--- config.mk ---
export PLATFORM = sky130hd
export DESIGN_NAME = queue_rr_drain
export DESIGN_NICKNAME = d
export VERILOG_FILES = /design/src/rtl/queue_rr_drain.sv
export SDC_FILE = /design/constraint.sdc
export NUM_CORES = 1
export LEC_CHECK = 0
export BUFFER_PORTS_ARGS = -buffer_cell sky130_fd_sc_hd__buf_4
export CORE_MARGIN = 3
export CORE_UTILIZATION = 36
export DETAILED_ROUTE_END_ITERATION = 7
export GPL_TIMING_DRIVEN = 0
export PLACE_DENSITY_LB_ADDON = 0.05
export SLEW_MARGIN = 10
export SYNTH_ARGS = -nofsm -noshare
export SYNTH_HDL_FRONTEND = slang
export SYNTH_SLANG_ARGS = --single-unit
--- constraint.sdc ---
create_clock -name clk -period 2.3 [get_ports clk]
set_input_delay 0 -clock clk [delete_from_list [all_inputs] [get_ports clk]]
set_output_delay 0 -clock clk [all_outputs]
set_load 0.01 [all_outputs]
--- src/rtl/queue_rr_drain.sv ---
// Round-robin drain of NQ framed show-ahead queues onto one output port.
// A granted queue forwards one whole message (header plus payload) before priority rotates.
module queue_rr_drain #(
   parameter int NQ      = 4,
   parameter int LENBITS = 6
) (
   input  logic               clk,
   input  logic               rst,
   input  logic [NQ-1:0]      q_empty,
   input  logic [NQ*32-1:0]   q_dout,
   output logic [NQ-1:0]      q_rd_en,
   input  logic [NQ-1:0]      src_en,
   output logic [31:0]        out_data,
   output logic               out_valid,
   input  logic               out_ready,
   output logic               out_first,
   output logic               out_last,
   output logic [2:0]         out_src,
   output logic               busy
);
   typedef enum logic [1:0] {IDLE, HDR, PAY} state_t;

   state_t             state_q, state_d;
   logic [2:0]         grant_q, grant_d;
   logic [2:0]         last_grant_q, last_grant_d;
   logic [LENBITS-1:0] cnt_q, cnt_d;

   logic [7:0]         elig_ext;
   logic [7:0]         empty_ext;
   logic [31:0]        dout_arr [8];
   logic [2:0]         cand [NQ];
   logic [NQ-1:0]      hit;
   logic [2:0]         pick;
   logic               head_ok;
   logic               hs;
   logic [LENBITS-1:0] hdr_len;

   assign elig_ext  = 8'(~q_empty & src_en);
   assign empty_ext = 8'(q_empty);

   // Pad the head-word view to 8 entries so a 3-bit grant indexes it directly.
   for (genvar gi = 0; gi < 8; gi++) begin : g_dout
      if (gi < NQ) begin : g_real
         assign dout_arr[gi] = q_dout[32*gi +: 32];
      end else begin : g_pad
         assign dout_arr[gi] = '0;
      end
   end

   // cand[k] is the queue tried k+1 places after the last granted one.
   for (genvar gi = 0; gi < NQ; gi++) begin : g_cand
      assign cand[gi] = 3'((32'(last_grant_q) + gi + 1) % NQ);
      assign hit[gi]  = elig_ext[cand[gi]];
   end

   always_comb begin
      pick = cand[0];
      for (int k = NQ - 1; k >= 0; k--) begin
         if (hit[k]) begin
            pick = cand[k];
         end
      end
   end

   assign out_data = dout_arr[grant_q];
   assign hdr_len  = out_data[LENBITS-1:0];
   assign head_ok  = ~empty_ext[grant_q] & ~rst;
   assign hs       = out_valid & out_ready;
   assign out_src  = grant_q;
   assign busy     = (state_q != IDLE);

   for (genvar gi = 0; gi < NQ; gi++) begin : g_rd
      assign q_rd_en[gi] = hs & (grant_q == 3'(gi));
   end

   always_comb begin
      state_d      = state_q;
      grant_d      = grant_q;
      last_grant_d = last_grant_q;
      cnt_d        = cnt_q;
      out_valid    = 1'b0;
      out_first    = 1'b0;
      out_last     = 1'b0;
      case (state_q)
         IDLE: begin
            if (|elig_ext) begin
               grant_d = pick;
               state_d = HDR;
            end
         end
         HDR: begin
            out_valid = head_ok;
            out_first = ~rst;
            out_last  = ~rst & (hdr_len == '0);
            if (head_ok && out_ready) begin
               cnt_d        = hdr_len;
               last_grant_d = grant_q;
               state_d      = (hdr_len == '0) ? IDLE : PAY;
            end
         end
         PAY: begin
            out_valid = head_ok;
            out_last  = ~rst & (cnt_q == LENBITS'(1));
            if (head_ok && out_ready) begin
               cnt_d = cnt_q - LENBITS'(1);
               if (cnt_q == LENBITS'(1)) begin
                  state_d = IDLE;
               end
            end
         end
         default: begin
            state_d = IDLE;
         end
      endcase
   end

   always_ff @(posedge clk) begin
      if (rst) begin
         state_q      <= IDLE;
         grant_q      <= '0;
         last_grant_q <= 3'(NQ - 1);
         cnt_q        <= '0;
      end else begin
         state_q      <= state_d;
         grant_q      <= grant_d;
         last_grant_q <= last_grant_d;
         cnt_q        <= cnt_d;
      end
   end
endmodule

==> results by group, run 1 <==
GRT
  • First-pass GRT wire length: 11.8 mm
  • All-Layer GR Usage: 0.255
  • Largest net degree at the start of global routing: 11
  • Total gr overflow: 0
  • Vias in the first global route: 2072
  • Initial antenna violation count: 0

Clock tree
  • Setup bufs post-CTS: 0
  • CTS sink cnt: 12
  • CTS Hold Bufs: 0
  • Clk Latency, worst-skew pair: 240 ps
  • CTS tree: built
  • CTS clk-pin slew, worst paths: 50 ps
  • Root buffer cell: clkbuf_8
  • Max Root-Sink Buffers: 2
  • CTS H-tree depth: 1
  • TritonCTS buffer count: 3

Synth
  • Post-synth net total: 322
  • Synth Area in Simple Gates: 0.182
  • YS warnings: 0
  • Post-synth EDFFs: 0
  • Mapped Area: 0.00179 mm^2
  • Main flop type after synthesis: dfxtp_1
  • Synthesized instance count: 177
  • Ys async rst share: 0
  • Post-Synth XOR/XNOR Area: 0
  • Post-synthesis adder-cell area fraction: 0.0420
  • Main combinational cell family by area after synthesis: multiplexers
  • Library cells used by synthesis: 41
  • Flops & latches, synth: 12
  • Mux cell area share after synthesis: 0.437
  • Syn Area/Cell: 10.1 um^2
  • Compound-Gate Fraction of Synth Area: 0.143
  • Seq/Total Area, Yosys: 0.134

Timing
  • Slew @ Worst Pin: 568 ps
  • Slew margin rel.: 0.621
  • Hold slack: 134 ps
  • Setup TNS: 0 ps
  • Tmin final: 2110 ps
  • Hold Fails Final Rpt: 0
  • Final clock skew: 0.764 ps
  • Achievable clock frequency: 475 MHz
  • RSZ-0062 raised after global routing: false
  • Slew Limit Fails: 0
  • Final setup fails: 0
  • Final period util: 0.915

Route
  • Wirelength per Cell: 18.4 um
  • Post-DRT Antenna Nets: 0
  • Drt initial violations: 87
  • DRT Pass-1 Iters: 4
  • Routed wire length: 7.85 mm
  • Total number of vias: 2263
  • DR vias/cell: 5.30
  • Residual DRC count: 0

Critical path
  • Worst Reg-to-Reg Cells: 8
  • Worst EP arrival: 2110 ps
  • CP Data Required Time: 2300 ps
  • Crit start category: register
  • Crit-path max FO: 10
  • Kind of critical path: register to output pin
  • Crit. End Element: output pin

Die
  • Initial Utilization: 0.376
  • I/O pin count: 182
  • Die width: 76.5 um
  • Core area: 0.00475 mm^2
  • Num rows: 25
  • Die footprint: 0.00585 mm^2
  • Die height: 76.5 um

Flow run
  • Max_cap viols: 0

Finish
  • Layout cell share with drive strength beyond 1: 0.642
  • Nets: 506
  • Most common cell after layout, fill and taps aside: buf_4
  • Core Util, Final: 0.689
  • Ant diodes: 0
  • Syn-to-layout area delta: 83.0%
  • Fin area: 0.00327 mm^2
  • Most frequent cells in the layout: buf_4 (180), mux4_2 (32), nor2_1 (17)

Placed design
  • Post-DP HPWL: 6.77 mm
  • Number of port buffers: 179
  • GP Congestion: 0.901
  • DP Area: 0.00322 mm^2

Power and ir drop
  • Power density over the cells: 818 mW/mm^2
  • Static Leakage: 1.49 nW
  • Worst VDD drop: 0.000717 V

Outcome
  • Outcome: finished clean

Min path
  • Worst Hold Class: primary input to register
  • WHS Path Cells: 4
[power by group]
part / switching, W / internal (W) / total (W)
Combinational: 0.000975 / 0.00111 / 0.00208
Clock: 0.0000761 / 0.000151 / 0.000227
Sequential: 0.0000814 / 0.000286 / 0.000367
Total: 0.00113 / 0.00155 / 0.00268
[area by class of cell]
| type | instances | area (um^2) |
|---|---|---|
| timing repair buffer | 179 | 1340 |
| sequential | 12 | 241 |
| fill | 390 | 1480 |
| inverter | 11 | 41.3 |
| clock buffer | 4 | 55.1 |
| multi-input combinational | 141 | 1440 |
| tap | 67 | 83.8 |
| buffer | 13 | 67.6 |
[Yosys cell counts (2+ instances only)]
library cell	number	area, um^2
ha_1	6	75.1
o21ai_0	13	65.1
dfxtp_1	12	240
a21oi_1	11	55.1
inv_1	11	41.3
mux2i_1	5	50.1
nand3_1	2	10.0
nand2b_1	10	62.6
a311oi_1	2	17.5
nand2_1	5	18.8
mux4_2	32	721
nor2_1	17	63.8
clkbuf_1	6	22.5
o22ai_1	2	12.5
nor2b_1	7	43.8
buf_2	5	25.0
nor3_1	2	10.0
or3_1	2	12.5
nor4_1	4	25.0
a211oi_2	2	25.0
[path summary, 6_finish.rpt]
kind                            from                      end  slack, ps
max          out_src[1]$_SDFFE_PP0P_                 out_last        190
min                        src_en[2]  out_src[0]$_SDFFE_PP0P_        130
max reg2reg  state_q[0]$_SDFFE_PP0P_    cnt_q[1]$_SDFFE_PP0P_        340
min reg2reg    cnt_q[4]$_SDFFE_PP0P_    cnt_q[4]$_SDFFE_PP0P_        500
[stage by stage]
stage          setup WS, ps  instances  power (W)
2_1_floorplan           496        177    0.00165
3_3_place_gp            338        423    0.00242
3_5_place_dp            319        423    0.00244
4_1_cts                48.0        427    0.00269
5_1_grt                80.7        427    0.00289
6_report                195        427    0.00268
[sequential cells by signal (all words and copies together) (netlist names)]
register,cells
out_src,2
state_q,2
cnt_q,6
last_grant_q,2
[logic make-up (layout without fill, tap and decap cells)]
group	Yosys count	after routing
buf+inv	24	207
other cells	1	1
mux	38	38
compound gates	39	39
flops	12	12
fa+ha+maj	6	6
simple gates	57	57
[critical path, cell delays in order, from the launching register on]
cell and delay (ps):
dfxtp_1 370, buf_2 260, mux4_2 410, nor4_4 290, nand3_2 130, a211oi_2 250
buf_4 150
[metal layers]
layer	routed length, um	GRT usage	vias up
met3	418	0.0437	10
met2	4040	0.445	93
li1	-	-	1061
met5	0	0	-
met1	3260	0.333	1099
met4	133	0.0507	0
[repair_timing]
item                                    in CTS  in global routing
endpoints found under the setup margin       0                  2
resized for setup                            0                  3
hold endpoints to repair                     0                  0
(Power assumes the default switching activity.)
==> run 2, diff against run 1 <==
--- a/config.mk
+++ b/config.mk
@@ -7,11 +7,11 @@
 export LEC_CHECK = 0
 export BUFFER_PORTS_ARGS = -buffer_cell sky130_fd_sc_hd__buf_4
 export CORE_MARGIN = 3
-export CORE_UTILIZATION = 36
+export CORE_UTILIZATION = 33
 export DETAILED_ROUTE_END_ITERATION = 7
 export GPL_TIMING_DRIVEN = 0
 export PLACE_DENSITY_LB_ADDON = 0.05
-export SLEW_MARGIN = 10
+export SLEW_MARGIN = 5
 export SYNTH_ARGS = -nofsm -noshare
 export SYNTH_HDL_FRONTEND = slang
 export SYNTH_SLANG_ARGS = --single-unit
==> constraint.sdc (replaced) <==
create_clock -name clk -period 1.9 [get_ports clk]
set_input_delay 0 -clock clk [delete_from_list [all_inputs] [get_ports clk]]
set_output_delay 0 -clock clk [all_outputs]
set_load 0.01 [all_outputs]
==> run 2 against run 1 <==
The flow now finishes with violations (setup timing). Core utilization shrank 3.8 points. Non-clock buffer count grew 6. Clock skew grew 0.69 ps. Largest power group unchanged.
==> results by group, run 2 (synthesis gave the netlist of run 1 again) <==
Power and ir drop
  • Power share of the combinational group: 0.800 (+0.022)
  • Clock power frac: 0.066 (-0.019)
  • Worst VDD drop: 0.000693 V (-3.4%)
  • Design internal power: 0.00194 W (+26%)
  • Static Leakage: 1.52 nW (+2.2%)
  • Power density over the cells: 994 mW/mm^2 (+22%)
  • Sw frac: 0.418 (-0.00466)
  • P_sw: 0.00140 W (+23%)
  • Flop pwr share: 0.135 (-0.002)

Route
  • Post-DRT Antenna Nets: 0 (unchanged)
  • Wirelength per Cell: 18.8 um (+2.3%)
  • Residual DRC count: 0 (unchanged)
  • DR vias/cell: 5.26 (-0.84%)
  • Drt initial violations: 95 (+9.2%)
  • Total number of vias: 2286 (+1.0%)
  • DRT Pass-1 Iters: 5 (+1)
  • Routed wire length: 8.18 mm (+4.2%)

Flow run
  • Max_cap viols: 0 (unchanged)

GRT
  • First-pass GRT wire length: 11.9 mm (+0.36%)
  • Total gr overflow: 0 (unchanged)
  • Busiest layer in global routing: met2
  • Global-route met3 utilization: 0.0745 (+0.0308)
  • All-Layer GR Usage: 0.245 (-0.00978)
  • Largest net degree at the start of global routing: 11 (unchanged)
  • Met1 usage: 0.290 (-0.0432)
  • Initial antenna violation count: 0 (unchanged)
  • GR Util met2: 0.447 (+0.00277)
  • Vias in the first global route: 2225 (+7.4%)

Timing
  • Hold Fails Final Rpt: 0 (unchanged)
  • Setup TNS: -90.8 ps (-90.8 ps)
  • Final period util: 1.05
  • Slew @ Worst Pin: 533 ps (-34.9 ps)
  • Final setup fails: 1 (+1)
  • Tmin final: 1990 ps
  • Final setup margin: -90.8 ps (-285 ps)
  • Slew Limit Fails: 0 (unchanged)
  • Final clock skew: 1.45 ps (+0.687 ps)
  • Achievable clock frequency: 502 MHz
  • Slew margin rel.: 0.634 (+0.0131)
  • RSZ-0062 raised after global routing: true
  • Hold slack: 146 ps (+12.1 ps)

Finish
  • Most flop-heavy register: cnt_q
  • Nets: 512 (+1.2%)
  • Most common cell after layout, fill and taps aside: buf_4
  • Syn-to-layout area delta: 88.0%
  • Max FFs per register: 6 (unchanged)
  • Layout cell share with drive strength beyond 1: 0.658 (+0.0159)
  • Ant diodes: 0 (unchanged)
  • Filler cell count: 452 (+16%)
  • Most frequent cells in the layout: buf_4 (188), mux4_2 (32), nor2_1 (17)

Critical path
  • CP cell instances: mux4_2 -> nor4_4 -> nand3_2 -> a211oi_2 -> buf_4
  • Kind of critical path: register to output pin
  • Worst EP arrival: 1990 ps (-120 ps)
  • Crit path max-delay family: multiplexers
  • Crit start category: register
  • Crit path largest cell delay: 560 ps (+150 ps)
  • Crit-path max FO: 5 (-5)
  • Crit. End Element: output pin
  • Slowest stage cell on the critical path: mux4_2
  • WP buf/inv: 1 (-1)
  • CP Data Required Time: 1900 ps (-400 ps)

Outcome
  • Outcome: finished with violations
  • Violated checks: setup timing

Placed design
  • GP Congestion: 0.876 (-2.7%)
  • Post-DP HPWL: 7.08 mm (+4.6%)
  • Number of port buffers: 179 (unchanged)

Clock tree
  • CTS sink cnt: 12 (unchanged)
  • CTS clk-pin slew, worst paths: 50 ps (about the same)
  • TritonCTS buffer count: 3 (unchanged)
  • CTS H-tree depth: 1 (unchanged)
  • Max Root-Sink Buffers: 2 (unchanged)
  • Clk Latency, worst-skew pair: 230 ps (about the same)
  • CTS tree: built
  • Root buffer cell: clkbuf_8

Die
  • I/O pin count: 182 (unchanged)
  • Die height: 79.6 um (+4.1%)
  • Die width: 79.6 um (+4.1%)
  • Die footprint: 0.00634 mm^2 (+8.4%)
  • Num rows: 26 (+4.0%)
  • Core area: 0.00517 mm^2 (+8.8%)
  • Initial Utilization: 0.346 (-0.0304)

Min path
  • Worst Hold Class: primary input to register
run 2: layout make-up:
type                    instances  area (um^2)  share of cell area
plain buffers                  12         85.1              0.0253
multi-input cells             141         1470               0.436
flip-flops and latches         12          245              0.0729
well taps                      70         87.6              0.0260
clock buffers                   3         41.3              0.0123
repair buffers                186         1400               0.415
inverters                      11         41.3              0.0123
run 2: what timing repair did:
item | CTS | global route
hold buffers | 0 | 0
buffers inserted | 6 | 1
resized for setup | 8 | 7
pin swaps | 2 | 1
setup endpoints to repair | 30 | 22
run 2: per-stage QoR:
| stage | instance area (um^2) | utilization | power, W | setup WS (ps) | cells |
|---|---|---|---|---|---|
| 2_1_floorplan | 1790 | - | 0.00200 | 95.8 | 177 |
| 3_3_place_gp | 3220 | 0.623 | 0.00295 | -120 | 426 |
| 3_5_place_dp | 3220 | 0.623 | 0.00298 | -109 | 426 |
| 4_1_cts | 3320 | 0.642 | 0.00330 | -101 | 434 |
| 5_1_grt | 3360 | 0.650 | 0.00361 | -165 | 435 |
| 6_report | 3360 | 0.650 | 0.00334 | -90.8 | 435 |
run 2: path summary, 6_finish.rpt:
| path | from | endpoint | slack, ps | depth (start not counted) |
|---|---|---|---|---|
| hold / removal | src_en[2] | out_src[0]$_SDFFE_PP0P_ | 150 | 4 |
| hold reg to reg | cnt_q[4]$_SDFFE_PP0P_ | cnt_q[4]$_SDFFE_PP0P_ | 500 | 2 |
| setup reg to reg | out_src[0]$_SDFFE_PP0P_ | cnt_q[1]$_SDFFE_PP0P_ | 100 | 7 |
| setup / recovery | out_src[0]$_SDFFE_PP0P_ | out_last | -90 | 5 |
run 2: routing by layer:
layer,vias up,wire (um),part of all wire
met4,0,24,0.0029
met3,6,838,0.10
met1,1103,3060,0.37
met5,-,0,0
met2,109,4260,0.52
li1,1068,-,-
run 2: worst reg2reg max path, stage by stage (launching register included):
cell and delay, ps:
dfxtp_4 370, buf_8 140, buf_4 160, and3b_1 220, a221oi_4 340, or2b_4 220, nor2_1 50, a211oi_1 200
run 2: power groups by stage:
stage	sequential, W	combinational, W	clock, W
after global routing	0.000468	0.00290	0.000241
after CTS	0.000448	0.00262	0.000229
after global placement	0.000443	0.00251	0
after detailed placement	0.000444	0.00254	0
final	0.000451	0.00267	0.000219
after floorplan	0.000427	0.00157	0
